**config.mk**
```make
export PLATFORM = sky130hd
export DESIGN_NAME = mem_arbiter_flat
export DESIGN_NICKNAME = d
export VERILOG_FILES = /design/src/rtl/mem_arb_pkg.sv /design/src/rtl/mem_arbiter_if.sv /design/src/rtl/mem_arb_watchdog.sv /design/src/rtl/mem_arbiter.sv /design/src/flat_wrapper.sv
export SDC_FILE = /design/constraint.sdc
export NUM_CORES = 1
export LEC_CHECK = 0
export CORE_UTILIZATION = 44
export CTS_CLUSTER_DIAMETER = 30
export CTS_CLUSTER_SIZE = 14
export DETAILED_ROUTE_END_ITERATION = 7
export PLACE_DENSITY = 0.88
export SLEW_MARGIN = 20
export SYNTH_ARGS = -nofsm -noshare
export SYNTH_HDL_FRONTEND = slang
export SYNTH_SLANG_ARGS = --single-unit
```
**constraint.sdc**
```tcl
create_clock -name clk -period 5.35 [get_ports clk]
set_clock_uncertainty 0.1 [all_clocks]
set_input_delay 1.3375 -clock clk [delete_from_list [all_inputs] [get_ports clk]]
set_output_delay 1.3375 -clock clk [all_outputs]
set_load 0.03 [all_outputs]
```
**src/rtl/mem_arb_pkg.sv**
```systemverilog
// Shared types and defaults for the IFU/LSU memory-port arbiter.
package mem_arb_pkg;

  typedef enum logic [1:0] {
    IDLE,
    BUSY_IFU,
    BUSY_LSU,
    RESP
  } arb_state_e;

  typedef enum logic {
    OWN_IFU,
    OWN_LSU
  } owner_e;

  localparam int unsigned DEFAULT_TIMEOUT   = 255;
  localparam int unsigned DEFAULT_CNT_WIDTH = 8;

endpackage

```
**src/rtl/mem_arbiter_if.sv**
```systemverilog
// Request/response bundle between IFU, LSU, the arbiter and the memory port.
interface mem_arbiter_if;
  logic        ifu_reqValid;
  logic        ifu_reqReady;
  logic [31:0] ifu_raddr;
  logic        ifu_respValid;
  logic [31:0] ifu_rdata;
  logic        ifu_respErr;

  logic        lsu_reqValid;
  logic        lsu_reqReady;
  logic [31:0] lsu_addr;
  logic        lsu_wen;
  logic [31:0] lsu_wdata;
  logic [3:0]  lsu_wmask;
  logic        lsu_respValid;
  logic [31:0] lsu_rdata;
  logic        lsu_respErr;

  logic        mem_reqValid;
  logic [31:0] mem_addr;
  logic        mem_wen;
  logic [31:0] mem_wdata;
  logic [3:0]  mem_wmask;
  logic        mem_respValid;
  logic [31:0] mem_rdata;

  // Arbiter side
  modport slave (
    input  ifu_reqValid, ifu_raddr,
    output ifu_reqReady, ifu_respValid, ifu_rdata, ifu_respErr,
    input  lsu_reqValid, lsu_addr, lsu_wen, lsu_wdata, lsu_wmask,
    output lsu_reqReady, lsu_respValid, lsu_rdata, lsu_respErr,
    output mem_reqValid, mem_addr, mem_wen, mem_wdata, mem_wmask,
    input  mem_respValid, mem_rdata
  );

  // Requester / memory side
  modport master (
    output ifu_reqValid, ifu_raddr,
    input  ifu_reqReady, ifu_respValid, ifu_rdata, ifu_respErr,
    output lsu_reqValid, lsu_addr, lsu_wen, lsu_wdata, lsu_wmask,
    input  lsu_reqReady, lsu_respValid, lsu_rdata, lsu_respErr,
    input  mem_reqValid, mem_addr, mem_wen, mem_wdata, mem_wmask,
    output mem_respValid, mem_rdata
  );
endinterface

```
**src/rtl/mem_arb_watchdog.sv**
```systemverilog
// Saturating cycle counter that flags when a memory request has waited too long.
module mem_arb_watchdog #(
  parameter int unsigned TIMEOUT_CYCLES = 255,
  parameter int unsigned CNT_WIDTH      = 8
) (
  input  logic clk,
  input  logic rst,
  input  logic clear,
  input  logic enable,
  output logic expired
);

  localparam logic [CNT_WIDTH-1:0] LIMIT = CNT_WIDTH'(TIMEOUT_CYCLES);

  logic [CNT_WIDTH-1:0] cnt;

  always_ff @(posedge clk or negedge rst) begin
    if (!rst) begin
      cnt <= '0;
    end else if (clear) begin
      cnt <= '0;
    end else if (enable && (cnt != '1)) begin
      cnt <= cnt + 1'b1;
    end
  end

  assign expired = (cnt >= LIMIT);

endmodule

```
**src/rtl/mem_arbiter.sv**
```systemverilog
// Round-robin arbiter sharing one memory port between IFU fetches and LSU accesses,
// with a watchdog that turns a silent memory into an error response.
module mem_arbiter
  import mem_arb_pkg::*;
#(
  parameter int unsigned TIMEOUT_CYCLES = DEFAULT_TIMEOUT,
  parameter int unsigned CNT_WIDTH      = DEFAULT_CNT_WIDTH
) (
  input  logic         clk,
  input  logic         rst,
  mem_arbiter_if.slave bus
);

  arb_state_e  state, state_nxt;
  owner_e      rr_ptr, owner_q;
  logic [31:0] addr_q, wdata_q;
  logic        wen_q;
  logic [3:0]  wmask_q;
  logic [31:0] ifu_rdata_q, lsu_rdata_q;
  logic        err_q;

  logic        grant_ifu, grant_lsu;
  logic        accept_ifu, accept_lsu;
  logic        busy, expired, done;
  logic [31:0] resp_rdata;

  always_comb begin
    grant_ifu = bus.ifu_reqValid && (!bus.lsu_reqValid || (rr_ptr == OWN_IFU));
    grant_lsu = bus.lsu_reqValid && !grant_ifu;
  end

  // Readies are gated by rst so every output is low while reset is held.
  assign accept_ifu = rst && (state == IDLE) && grant_ifu;
  assign accept_lsu = rst && (state == IDLE) && grant_lsu;
  assign busy       = (state == BUSY_IFU) || (state == BUSY_LSU);
  // A memory response in the expiry cycle takes priority over the timeout.
  assign done       = busy && (bus.mem_respValid || expired);
  assign resp_rdata = (bus.mem_respValid && !wen_q) ? bus.mem_rdata : '0;

  mem_arb_watchdog #(
    .TIMEOUT_CYCLES (TIMEOUT_CYCLES),
    .CNT_WIDTH      (CNT_WIDTH)
  ) u_wdog (
    .clk     (clk),
    .rst     (rst),
    .clear   (accept_ifu || accept_lsu),
    .enable  (busy),
    .expired (expired)
  );

  always_ff @(posedge clk or negedge rst) begin
    if (!rst) begin
      state <= IDLE;
    end else begin
      state <= state_nxt;
    end
  end

  always_comb begin
    state_nxt = state;
    unique case (state)
      IDLE: begin
        if (accept_ifu) begin
          state_nxt = BUSY_IFU;
        end else if (accept_lsu) begin
          state_nxt = BUSY_LSU;
        end
      end
      BUSY_IFU, BUSY_LSU: begin
        if (done) begin
          state_nxt = RESP;
        end
      end
      RESP:    state_nxt = IDLE;
      default: state_nxt = IDLE;
    endcase
  end

  always_ff @(posedge clk or negedge rst) begin
    if (!rst) begin
      rr_ptr      <= OWN_IFU;
      owner_q     <= OWN_IFU;
      addr_q      <= '0;
      wen_q       <= 1'b0;
      wdata_q     <= '0;
      wmask_q     <= '0;
      ifu_rdata_q <= '0;
      lsu_rdata_q <= '0;
      err_q       <= 1'b0;
    end else begin
      if (accept_ifu) begin
        addr_q  <= bus.ifu_raddr;
        wen_q   <= 1'b0;
        wdata_q <= '0;
        wmask_q <= '0;
        owner_q <= OWN_IFU;
        rr_ptr  <= OWN_LSU;
      end else if (accept_lsu) begin
        addr_q  <= bus.lsu_addr;
        wen_q   <= bus.lsu_wen;
        wdata_q <= bus.lsu_wdata;
        wmask_q <= bus.lsu_wmask;
        owner_q <= OWN_LSU;
        rr_ptr  <= OWN_IFU;
      end
      if (done) begin
        err_q <= !bus.mem_respValid;
        if (owner_q == OWN_IFU) begin
          ifu_rdata_q <= resp_rdata;
        end else begin
          lsu_rdata_q <= resp_rdata;
        end
      end
    end
  end

  assign bus.ifu_reqReady  = accept_ifu;
  assign bus.lsu_reqReady  = accept_lsu;
  assign bus.ifu_respValid = (state == RESP) && (owner_q == OWN_IFU);
  assign bus.lsu_respValid = (state == RESP) && (owner_q == OWN_LSU);
  assign bus.ifu_respErr   = bus.ifu_respValid && err_q;
  assign bus.lsu_respErr   = bus.lsu_respValid && err_q;
  assign bus.ifu_rdata     = ifu_rdata_q;
  assign bus.lsu_rdata     = lsu_rdata_q;

  assign bus.mem_reqValid  = busy;
  assign bus.mem_addr      = addr_q;
  assign bus.mem_wen       = wen_q;
  assign bus.mem_wdata     = wdata_q;
  assign bus.mem_wmask     = wmask_q;

endmodule

```
**src/flat_wrapper.sv**
```systemverilog
// flat-port wrapper written by rule: the top's interface ports become plain ports
module mem_arbiter_flat import mem_arb_pkg::*;
#(
  parameter int unsigned TIMEOUT_CYCLES = DEFAULT_TIMEOUT,
  parameter int unsigned CNT_WIDTH      = DEFAULT_CNT_WIDTH
)
  (clk, rst, bus_ifu_reqValid, bus_ifu_raddr, bus_ifu_reqReady, bus_ifu_respValid, bus_ifu_rdata, bus_ifu_respErr, bus_lsu_reqValid, bus_lsu_addr, bus_lsu_wen, bus_lsu_wdata, bus_lsu_wmask, bus_lsu_reqReady, bus_lsu_respValid, bus_lsu_rdata, bus_lsu_respErr, bus_mem_reqValid, bus_mem_addr, bus_mem_wen, bus_mem_wdata, bus_mem_wmask, bus_mem_respValid, bus_mem_rdata);
  mem_arbiter_if bus_i ();
  input  logic clk;
  input  logic rst;
  input wire logic [$bits(bus_i.ifu_reqValid)-1:0] bus_ifu_reqValid;
  input wire logic [$bits(bus_i.ifu_raddr)-1:0] bus_ifu_raddr;
  output wire logic [$bits(bus_i.ifu_reqReady)-1:0] bus_ifu_reqReady;
  output wire logic [$bits(bus_i.ifu_respValid)-1:0] bus_ifu_respValid;
  output wire logic [$bits(bus_i.ifu_rdata)-1:0] bus_ifu_rdata;
  output wire logic [$bits(bus_i.ifu_respErr)-1:0] bus_ifu_respErr;
  input wire logic [$bits(bus_i.lsu_reqValid)-1:0] bus_lsu_reqValid;
  input wire logic [$bits(bus_i.lsu_addr)-1:0] bus_lsu_addr;
  input wire logic [$bits(bus_i.lsu_wen)-1:0] bus_lsu_wen;
  input wire logic [$bits(bus_i.lsu_wdata)-1:0] bus_lsu_wdata;
  input wire logic [$bits(bus_i.lsu_wmask)-1:0] bus_lsu_wmask;
  output wire logic [$bits(bus_i.lsu_reqReady)-1:0] bus_lsu_reqReady;
  output wire logic [$bits(bus_i.lsu_respValid)-1:0] bus_lsu_respValid;
  output wire logic [$bits(bus_i.lsu_rdata)-1:0] bus_lsu_rdata;
  output wire logic [$bits(bus_i.lsu_respErr)-1:0] bus_lsu_respErr;
  output wire logic [$bits(bus_i.mem_reqValid)-1:0] bus_mem_reqValid;
  output wire logic [$bits(bus_i.mem_addr)-1:0] bus_mem_addr;
  output wire logic [$bits(bus_i.mem_wen)-1:0] bus_mem_wen;
  output wire logic [$bits(bus_i.mem_wdata)-1:0] bus_mem_wdata;
  output wire logic [$bits(bus_i.mem_wmask)-1:0] bus_mem_wmask;
  input wire logic [$bits(bus_i.mem_respValid)-1:0] bus_mem_respValid;
  input wire logic [$bits(bus_i.mem_rdata)-1:0] bus_mem_rdata;
  assign bus_i.ifu_reqValid = bus_ifu_reqValid;
  assign bus_i.ifu_raddr = bus_ifu_raddr;
  assign bus_ifu_reqReady = bus_i.ifu_reqReady;
  assign bus_ifu_respValid = bus_i.ifu_respValid;
  assign bus_ifu_rdata = bus_i.ifu_rdata;
  assign bus_ifu_respErr = bus_i.ifu_respErr;
  assign bus_i.lsu_reqValid = bus_lsu_reqValid;
  assign bus_i.lsu_addr = bus_lsu_addr;
  assign bus_i.lsu_wen = bus_lsu_wen;
  assign bus_i.lsu_wdata = bus_lsu_wdata;
  assign bus_i.lsu_wmask = bus_lsu_wmask;
  assign bus_lsu_reqReady = bus_i.lsu_reqReady;
  assign bus_lsu_respValid = bus_i.lsu_respValid;
  assign bus_lsu_rdata = bus_i.lsu_rdata;
  assign bus_lsu_respErr = bus_i.lsu_respErr;
  assign bus_mem_reqValid = bus_i.mem_reqValid;
  assign bus_mem_addr = bus_i.mem_addr;
  assign bus_mem_wen = bus_i.mem_wen;
  assign bus_mem_wdata = bus_i.mem_wdata;
  assign bus_mem_wmask = bus_i.mem_wmask;
  assign bus_i.mem_respValid = bus_mem_respValid;
  assign bus_i.mem_rdata = bus_mem_rdata;
  mem_arbiter #(.TIMEOUT_CYCLES(TIMEOUT_CYCLES), .CNT_WIDTH(CNT_WIDTH)) u_core (.clk(clk), .rst(rst), .bus(bus_i));
endmodule
```
==> results of run 1 <==
cell usage after synthesis (all sizes together) (2+ instances only):
| library cell | number |
|---|---|
| and4 | 2 |
| inv | 36 |
| o21ai | 3 |
| buf | 6 |
| ha | 4 |
| a222oi | 32 |
| o211ai | 2 |
| clkbuf | 21 |
| a21oi | 7 |
| nand3 | 6 |
| a31oi | 2 |
| mux2 | 65 |
| nand2 | 4 |
| and2 | 33 |
| a22o | 38 |
| mux2i | 3 |
| xnor2 | 3 |
| dfrtp | 146 |
| nor2b | 2 |
| xor2 | 2 |
| nor2 | 10 |
metrics by stage:
| stage | util (%) | power (mW) | instances | hold slack [ns] |
|---|---|---|---|---|
| 2_1_floorplan | - | 3.500 | 436 | 0.3567 |
| 3_3_place_gp | 67.06 | 4.633 | 870 | 0.3674 |
| 3_5_place_dp | 67.06 | 4.732 | 870 | 0.3811 |
| 4_1_cts | 71.88 | 6.025 | 902 | 0.4013 |
| 5_1_grt | 71.88 | 6.255 | 902 | 0.4131 |
| 6_report | 71.88 | 5.977 | 902 | 0.3979 |
state kept, by name (all words and copies together), names as in the netlist:
register              cells
u_core.bus.ifu_rdata     32
u_core.u_wdog.cnt         8
u_core.rr_ptr             1
u_core.bus.mem_wen        1
u_core.owner_q            1
u_core.bus.mem_wmask      4
u_core.err_q              1
u_core.bus.lsu_rdata     32
u_core.state              2
u_core.bus.mem_wdata     32
u_core.bus.mem_addr      32
layer usage:
metal	global-route usage, %	share of wire, %	vias up
met4	11.54	3.2	0
met3	7.655	8.1	38
li1	-	-	2157
met5	0	0	-
met1	29.70	39	2355
met2	41.80	49	267
worst paths after layout:
kind                                    startpoint                       end  cells past startpoint
setup / recovery                  bus_lsu_reqValid          bus_lsu_reqReady                      4
hold / removal             u_core.bus.lsu_rdata[6]   u_core.bus.lsu_rdata[6]                      1
setup reg to reg              u_core.u_wdog.cnt[1]  u_core.bus.ifu_rdata[30]                      6
hold reg to reg            u_core.bus.lsu_rdata[6]   u_core.bus.lsu_rdata[6]                      1
max in group asynchronous                      rst   u_core.bus.mem_addr[26]                      3
min in group asynchronous                      rst   u_core.bus.mem_addr[18]                      1
power breakdown:
group          leakage [nW]  internal [mW]  total (mW)  switching, mW
sequential             1.89           1.56        1.85          0.285
clock                 0.307          0.807        1.26          0.454
combinational          2.11           1.31        2.87           1.56
cell families (layout without fill, tap and decap cells):
family | Yosys count | count (layout) | share of synthesized area [%]
compound gates | 86 | 86 | 12.77
xor+xnor | 5 | 5 | 0.7402
fa+ha+maj | 4 | 4 | 0.8459
buf+inv | 63 | 353 | 4.568
flops | 146 | 146 | 61.75
mux | 68 | 68 | 12.88
simple gates | 64 | 64 | 6.450
layout make-up:
cell class,count,area [sq um],share of cell area (%)
well taps,176,220.2,2.323
clock buffers,20,456.7,4.817
clock inverters,12,180.2,1.900
multi-input cells,227,2004,21.14
inverters,36,135.1,1.425
repair buffers,285,2831,29.86
flip-flops and latches,146,3654,38.53
==> out/results.md, run 1 <==
- **outcome** finished, final reports clean
- **deepest clock path buffer count** 2
- **max-slew violation count** 0
- **clock sinks** 146
- **commonest non-fill, non-tap cells in the layout** clkdlybuf4s50_1, dfrtp_1, mux2_2, a22o_1, inv_1
- **share of the clock period used by the worst path** 82.05%
- **Yosys reg bits** 146
- **type of the tightest min-delay check** reg2reg
- **number of fill cells** 859
- **worst-skew pair later-pin latency** 0.41 ns
- **count of distinct cell types in the synthesized netlist** 35
- **total core area** 0.01319 sq mm
- **required arrival time at the worst endpoint** 3.91 ns
- **type of element capturing the critical path** output port
- **Cell Rows** 42
- **share of synthesized area occupied by flip-flops and latches** 61.75%
- **Antenna Nets Post-Route** 0
- **HPWL after detailed placement** 11.89 mm
- **Final TNS setup** 0 ns
- **buffer count from post-CTS setup fixing** 0
- **Inserted Clock Buffers** 17
- **placed instance area** 0.008845 sq mm
- **power density of the placed cells** 630.4 mW/mm^2
- **number of H-tree levels** 4
- **flop-to-flop setup slack** 3.07 ns
- **worst slack at placement** 0.9731 ns
- **post-detailed-route DRC marker count** 0
- **wire length per cell after detailed routing** 18.45 um
- **final setup vio count** 0
- **Static Leak** 4.306 nW
- **global-route wire length before repair** 27.05 mm
- **CTS tree** yes
- **Buffers on Ports** 277
- **Startpoint Class** input pin
- **critical path's largest stage delay** 0.73 ns
- **Worst Tran Pin Value** 0.8636 ns
- **total iterations of the first detailed-routing run** 7
- **async set-reset flop share out of synthesis** 100.0%
- **total number of nets in the final design** 855
- **die span in y** 118.0 um
- **clock-pin slew of the registers on the worst-case setup and hold paths** 0.06 ns
- **area enclosed by the die boundary** 0.01392 sq mm
- **Synth-to-Final Area Change** 60.25%
- **largest net degree at the start of global routing** 71
- **overall fraction of global-route tracks in use** 25.08%
- **worst max-slew margin expressed relative to the limit** 42.43%
- **Vias/cell** 5.340
- **vias in the first global route** 5231
- **setup ws final** 0.9603 ns
- **shortest period the worst path allows** 4.390 ns
- **hold violation count in the final report** 0
- **Detailed Route WL** 16.65 mm
- **violation count after the first detailed-routing iteration** 341
- **Most Frequent Cell on Critical Path** clkdlybuf4s50_1
- **cell family with the largest share of critical-path delay** buffers and inverters
- **commonest non-fill, non-tap cell in the layout** clkdlybuf4s50_1
- **number of synthesized flops with an enable pin** 0
- **initial antenna violation count** 0
- **post-CTS resize count** 0
- **Main synth FF type** dfrtp_1
- **worst setup path category** in2out
- **final antenna diode count** 0
- **Die Span X** 118.0 um
- **Critical-path top delay cell** clkdlybuf4s50_1
- **effective utilization at floorplan** 44.86%
- **count of vias placed by the detailed router** 4817
- **Max FO, Critical Path** 4
- **CP Cell Sequence** clkdlybuf4s50_1 -> nand3_1 -> a21oi_4 -> clkdlybuf4s50_1
- **synth top area cells** dfrtp_1, mux2_2, a22o_1, a222oi_1, and2_1
- **I/O pin count** 278
- **cell type with the largest total area after synthesis** dfrtp_1
- **net count of the mapped netlist** 578
- **maximum VDD drop** 374.0 uV
- **cell chosen for the clock root** clkbuf_16
- **portion of synthesized cell area occupied by the leading cell type** 61.75%
- **post-synthesis area per instance** 13.57 sq um
- **count of warnings emitted by yosys** 0
- **RSZ-0062 raised after global routing** no
- **maximum frequency from static timing analysis** 0.2278 GHz
- **layout cell share with drive strength beyond 1** 15.15%
- **post-synthesis instance total** 436
- **summed instance area of the synthesized netlist** 0.005917 sq mm
- **total grt overflow** 0
- **Final GP Congestion** 0.7970
- **arrival time reported for the critical path endpoint** 2.95 ns
- **max_cap viols** 0
- **final instance area** 0.009482 sq mm
- **hold_buf cts** 0
- **worst path bufs/invs** 2
No activity file was read; power rests on OpenSTA's default activity.
==> run 2, diff against run 1 <==
Settings changed: CORE_UTILIZATION 44 to 41, PLACE_DENSITY 0.88 to 0.83.
Clock period 5.35 ns to 4.6 ns, I/O delays scaled along.
==> run 2 against run 1 <==
- critical path depth unchanged
- die area grew 7.2%
- global-route usage is 2.8 points lower
- clock power up 6%
- sequential share of layout area is 0.17 points higher
- non-clock buffer count is the same
- worst setup slack better by 0.18 ns
- flip-flop and latch count did not move
- via count decreased by 1.6%
- register-to-register slack lost 0.96 ns
==> out/results.md, run 2 (synthesized netlist as in run 1, its figures left out) <==
- **maximum VDD drop** 352.5 uV
- **min-delay src** u_core.bus.lsu_rdata[6]
- **total iterations of the first detailed-routing run** 6
- **vias in the first global route** 4950
- **effective utilization at floorplan** 42.30%
- **CTS tree** yes
- **number of H-tree levels** 4
- **hold violation count in the final report** 0
- **wire length per cell after detailed routing** 17.97 um
- **Die Span X** 122.1 um
- **cell chosen for the clock root** clkbuf_16
- **shortest period the worst path allows** 3.459 ns
- **worst setup path category** in2out
- **HPWL after detailed placement** 11.81 mm
- **overall fraction of global-route tracks in use** 22.33%
- **final antenna diode count** 0
- **Worst Tran Pin Value** 0.9401 ns
- **type of element capturing the critical path** output port
- **critical path's largest stage delay** 0.55 ns
- **Vias/cell** 5.232
- **Seq. cell area** 0.003654 sq mm
- **RSZ-0062 raised after global routing** no
- **Critical-path top delay cell** clkdlybuf4s50_1
- **worst path bufs/invs** 2
- **hold worst-path end** u_core.bus.lsu_rdata[6]
- **Synth-to-Final Area Change** 59.55%
- **total number of nets in the final design** 855
- **count of vias placed by the detailed router** 4740
- **outcome** finished, final reports clean
- **area enclosed by the die boundary** 0.01492 sq mm
- **CP Cell Sequence** clkdlybuf4s50_1 -> nand3_1 -> a21oi_4 -> buf_4
- **Buffers on Ports** 277
- **hold_buf cts** 0
- **clock-pin slew of the registers on the worst-case setup and hold paths** 0.06 ns
- **Cell Rows** 43
- **post-CTS resize count** 0
- **Inserted Clock Buffers** 17
- **commonest non-fill, non-tap cells in the layout** clkdlybuf4s50_1, dfrtp_1, mux2_2, a22o_1, inv_1
- **number of fill cells** 1022
- **global-route wire length before repair** 25.40 mm
- **I/O pin count** 278
- **arrival time reported for the critical path endpoint** 2.21 ns
- **Worst R2R End** u_core.bus.ifu_rdata[8]
- **type of the tightest min-delay check** reg2reg
- **flop-to-flop setup slack** 2.11 ns
- **max_cap viols** 0
- **largest net degree at the start of global routing** 78
- **Static Leak** 4.290 nW
- **layout cell share with drive strength beyond 1** 15.01%
- **max-slew violation count** 0
- **length in cells of the worst reg-to-reg path** 6
- **utilization after layout** 67.49%
- **area of the multi-input gates** 0.002004 sq mm
- **share of the clock period used by the worst path** 75.19%
- **total grt overflow** 0
- **post-detailed-route DRC marker count** 0
- **worst max-slew margin expressed relative to the limit** 37.33%
- **startpoint of the lowest-slack register-to-register path** u_core.u_wdog.cnt[0]
- **deepest clock path buffer count** 2
- **die span in y** 122.1 um
- **final setup vio count** 0
- **cell family with the largest share of critical-path delay** buffers and inverters
- **Startpoint Class** input pin
- **Antenna Nets Post-Route** 0
- **Final TNS setup** 0 ns
- **violation count after the first detailed-routing iteration** 328
- **clock sinks** 146
- **worst-skew pair later-pin latency** 0.41 ns
- **hold depth** 1
- **initial antenna violation count** 0
- **total core area** 0.01399 sq mm
- **required arrival time at the worst endpoint** 3.35 ns
- **Max FO, Critical Path** 4
- **maximum frequency from static timing analysis** 0.2891 GHz
- **power density of the placed cells** 722.3 mW/mm^2
- **Final GP Congestion** 0.7516
- **buffer count from post-CTS setup fixing** 0
- **commonest non-fill, non-tap cell in the layout** clkdlybuf4s50_1
- **Crit. Startpoint** bus_lsu_reqValid
- **Detailed Route WL** 16.28 mm
[run 2: how the worst max path moves through the flow]
stage                                         end  slack [ns]  cells past startpoint
final                            bus_lsu_reqReady        1.14                      4
after global routing             bus_mem_reqValid        1.09                      3
after CTS                        bus_lsu_reqReady        1.15                      4
after detailed placement  u_core.bus.mem_addr[15]        1.10                      6
after global placement           bus_lsu_reqReady        1.19                      4
after floorplan                  bus_lsu_reqReady        1.28                      3
[run 2: layer usage]
layer | track usage (%) | vias to the layer above | routed length, um | share of wire, %
li1 | - | 2142 | - | -
met1 | 26.29 | 2360 | 6435 | 40
met2 | 38.74 | 223 | 8411 | 52
met3 | 6.742 | 15 | 1224 | 7.5
met4 | 7.317 | 0 | 210 | 1.3
met5 | 0 | - | 0 | 0
[run 2: power by group]
part / switching [mW] / leakage (nW) / internal [mW] / total (mW)
clock network: 0.516 / 0.282 / 0.817 / 1.33
registers: 0.335 / 1.89 / 1.82 / 2.15
logic: 1.81 / 2.12 / 1.53 / 3.33
total: 2.66 / 4.29 / 4.16 / 6.82
[run 2: worst reg2reg max path, stage by stage, from the launching register on]
cell,delay (ns)
dfrtp_1,0.43
ha_1,0.28
and4_4,0.29
a21oi_2,0.11
nor3b_4,0.32
buf_4,0.44
mux2_2,0.41
[run 2: layout make-up]
| type | count | share of cell area (%) |
|---|---|---|
| clock inverters | 11 | 1.378 |
| well taps | 180 | 2.386 |
| inverters | 36 | 1.431 |
| clock buffers | 21 | 4.771 |
| multi-input cells | 227 | 21.23 |
| flip-flops and latches | 146 | 38.70 |
| repair buffers | 285 | 30.10 |
[run 2: per-stage QoR]
stage	hold WS [ns]	power, mW	setup slack (ns)	cell area (sq um)	instances
2_1_floorplan	0.3567	4.071	1.276	5917	436
3_3_place_gp	0.3726	5.413	1.192	8860	874
3_5_place_dp	0.3828	5.512	1.105	8860	874
4_1_cts	0.3957	6.882	1.149	9440	906
5_1_grt	0.4078	7.173	1.091	9440	906
6_report	0.3964	6.819	1.141	9440	906
==> run 3, diff against run 2 <==
Clock period 4.6 ns to 3.2 ns, I/O delays scaled along.
==> run 3 against run 2 <==
- final area up 0.44%
- cell count up 0.22%
- first-iteration DRC count up 5.2%
- via count about the same
- sequential power up 43%
- die area unchanged
- sequential share of layout area down 0.17 points
- non-clock buffer count up 2
- combinational power up 45%
==> out/results.md, run 3 (synthesized netlist as in run 1, its figures left out) <==
- **min-delay src** u_core.bus.lsu_rdata[5]
- **combinational share of power** 48.8%
- **I/O pin count** 278
- **Static Leak** 4.292 nW
- **number of fill cells** 969
- **sequential group share of total power** 31.2%
- **HPWL after detailed placement** 11.63 mm
- **commonest non-fill, non-tap cells in the layout** clkdlybuf4s50_1, dfrtp_1, mux2_2, a22o_1, inv_1
- **Vias/cell** 5.218
- **internal power** 6.055 mW
- **final setup vio count** 0
- **hold violation count in the final report** 0
- **post-CTS resize count** 0
- **worst max-slew margin expressed relative to the limit** 48.48%
- **post-detailed-route DRC marker count** 0
- **maximum frequency from static timing analysis** 0.3612 GHz
- **switching pwr** 3.829 mW
- **Final GP Congestion** 0.7749
- **total grt overflow** 0
- **Final TNS setup** 0 ns
- **shortest period the worst path allows** 2.768 ns
- **arrival time reported for the critical path endpoint** 1.87 ns
- **Cell Rows** 43
- **global-route wire length before repair** 25.53 mm
- **flop-to-flop setup slack** 0.92 ns
- **count of vias placed by the detailed router** 4738
- **deepest clock path buffer count** 2
- **Worst Tran Pin Value** 0.7728 ns
- **violation count after the first detailed-routing iteration** 345
- **max-slew violation count** 0
- **final antenna diode count** 0
- **vias in the first global route** 5039
- **Net Sw Frac** 38.74%
- **RSZ-0062 raised after global routing** no
- **total core area** 0.01399 sq mm
- **length in cells of the worst reg-to-reg path** 6
- **largest net degree at the start of global routing** 148
- **startpoint of the lowest-slack register-to-register path** u_core.u_wdog.cnt[0]
- **share of the clock period used by the worst path** 86.51%
- **hold worst-path end** u_core.bus.lsu_rdata[5]
- **worst setup path category** in2out
- **type of the tightest min-delay check** reg2reg
- **Die Span X** 122.1 um
- **wire length per cell after detailed routing** 17.98 um
- **worst slack at placement** 0.4227 ns
- **max_cap viols** 0
- **Buffers on Ports** 277
- **hold depth** 1
- **total iterations of the first detailed-routing run** 6
- **placed instance area** 0.008887 sq mm
- **cell chosen for the clock root** clkbuf_16
- **die span in y** 122.1 um
- **number of H-tree levels** 4
- **final instance area** 0.009482 sq mm
- **Startpoint Class** input pin
- **worst-skew pair later-pin latency** 0.41 ns
- **overall fraction of global-route tracks in use** 22.47%
- **clock-pin slew of the registers on the worst-case setup and hold paths** 0.05 ns
- **power density of the placed cells** 1042 mW/mm^2
- **Inserted Clock Buffers** 17
- **Synth-to-Final Area Change** 60.25%
- **Worst R2R End** u_core.bus.ifu_rdata[2]
- **buffer count from post-CTS setup fixing** 0
- **initial antenna violation count** 0
- **maximum VDD drop** 439.0 uV
- **area enclosed by the die boundary** 0.01492 sq mm
- **effective utilization at floorplan** 42.30%
- **outcome** finished, final reports clean
- **Antenna Nets Post-Route** 0
- **Detailed Route WL** 16.33 mm
- **total number of nets in the final design** 857
- **Max FO, Critical Path** 4
- **clock sinks** 146
- **clock group share of total power** 20.0%
- **required arrival time at the worst endpoint** 2.30 ns
- **type of element capturing the critical path** output port
- **setup ws final** 0.4318 ns
- **commonest non-fill, non-tap cell in the layout** clkdlybuf4s50_1
- **layout cell share with drive strength beyond 1** 15.25%
- **CTS tree** yes
- **hold_buf cts** 0
-- run 3: changes by cell type in the layout (fill, tap and decap cells not counted), sizes merged --
cell / previous run / this run
clkinv: 6 / 2
inv: 38 / 37
bufinv: 2 / 3
clkbuf: 21 / 20
buf: 11 / 13
clkinvlp: 1 / 6
-- run 3: layer usage --
layer  routed length [um]  share of wire [%]  track usage [%]  vias to the layer above
li1                     -                  -                -                     2137
met1                 6311                 39            25.18                     2336
met2                 8317                 51            39.58                      245
met3                 1403                8.6            7.397                       20
met4                  295                1.8            8.232                        0
met5                    0                  0                0                        -
-- run 3: how the worst max path moves through the flow --
| stage | startpoint | to | slack (ns) | depth (start not counted) |
|---|---|---|---|---|
| after detailed placement | bus_lsu_reqValid | u_core.bus.mem_addr[17] | 0.42 | 6 |
| after CTS | bus_lsu_reqValid | bus_lsu_reqReady | 0.44 | 4 |
| after floorplan | bus_lsu_reqValid | bus_lsu_reqReady | 0.58 | 3 |
| after global placement | bus_lsu_reqValid | bus_lsu_reqReady | 0.49 | 4 |
| after global routing | bus_lsu_reqValid | bus_lsu_reqReady | 0.39 | 4 |
| final | bus_lsu_reqValid | bus_lsu_reqReady | 0.43 | 4 |
-- run 3: power groups by stage --
stage,Sequential [mW],Combinational (mW),Clock [mW]
finish,3.08,4.82,1.98
global route,3.18,5.10,2.10
CTS,3.08,4.86,2.02
detailed placement,3.09,4.85,0
global placement,3.07,4.75,0
floorplan,4.41,1.44,0
-- run 3: final cells by class --
class                   instances  area (sq um)  area share, %
flip-flops and latches        146          3654          38.53
repair buffers                287          2869          30.26
multi-input cells             227          2004          21.14
clock buffers                  20         436.7          4.605
well taps                     180         225.2          2.375
clock inverters                12         157.7          1.663
inverters                      36         135.1          1.425
-- run 3: critical path, cell delays in order --
cell             delay, ns
clkdlybuf4s50_1       0.56
nand3_1               0.18
a21oi_4               0.16
buf_4                 0.17
-- run 3: stage by stage --
step / hold WS [ns] / std cells / power (mW) / utilization, %
floorplan: 0.3567 / 436 / 5.852 / -
global placement: 0.3744 / 876 / 7.817 / 63.53
detailed placement: 0.3797 / 876 / 7.941 / 63.53
CTS: 0.3923 / 908 / 9.970 / 67.78
global route: 0.4156 / 908 / 10.38 / 67.78
finish: 0.3902 / 908 / 9.884 / 67.78
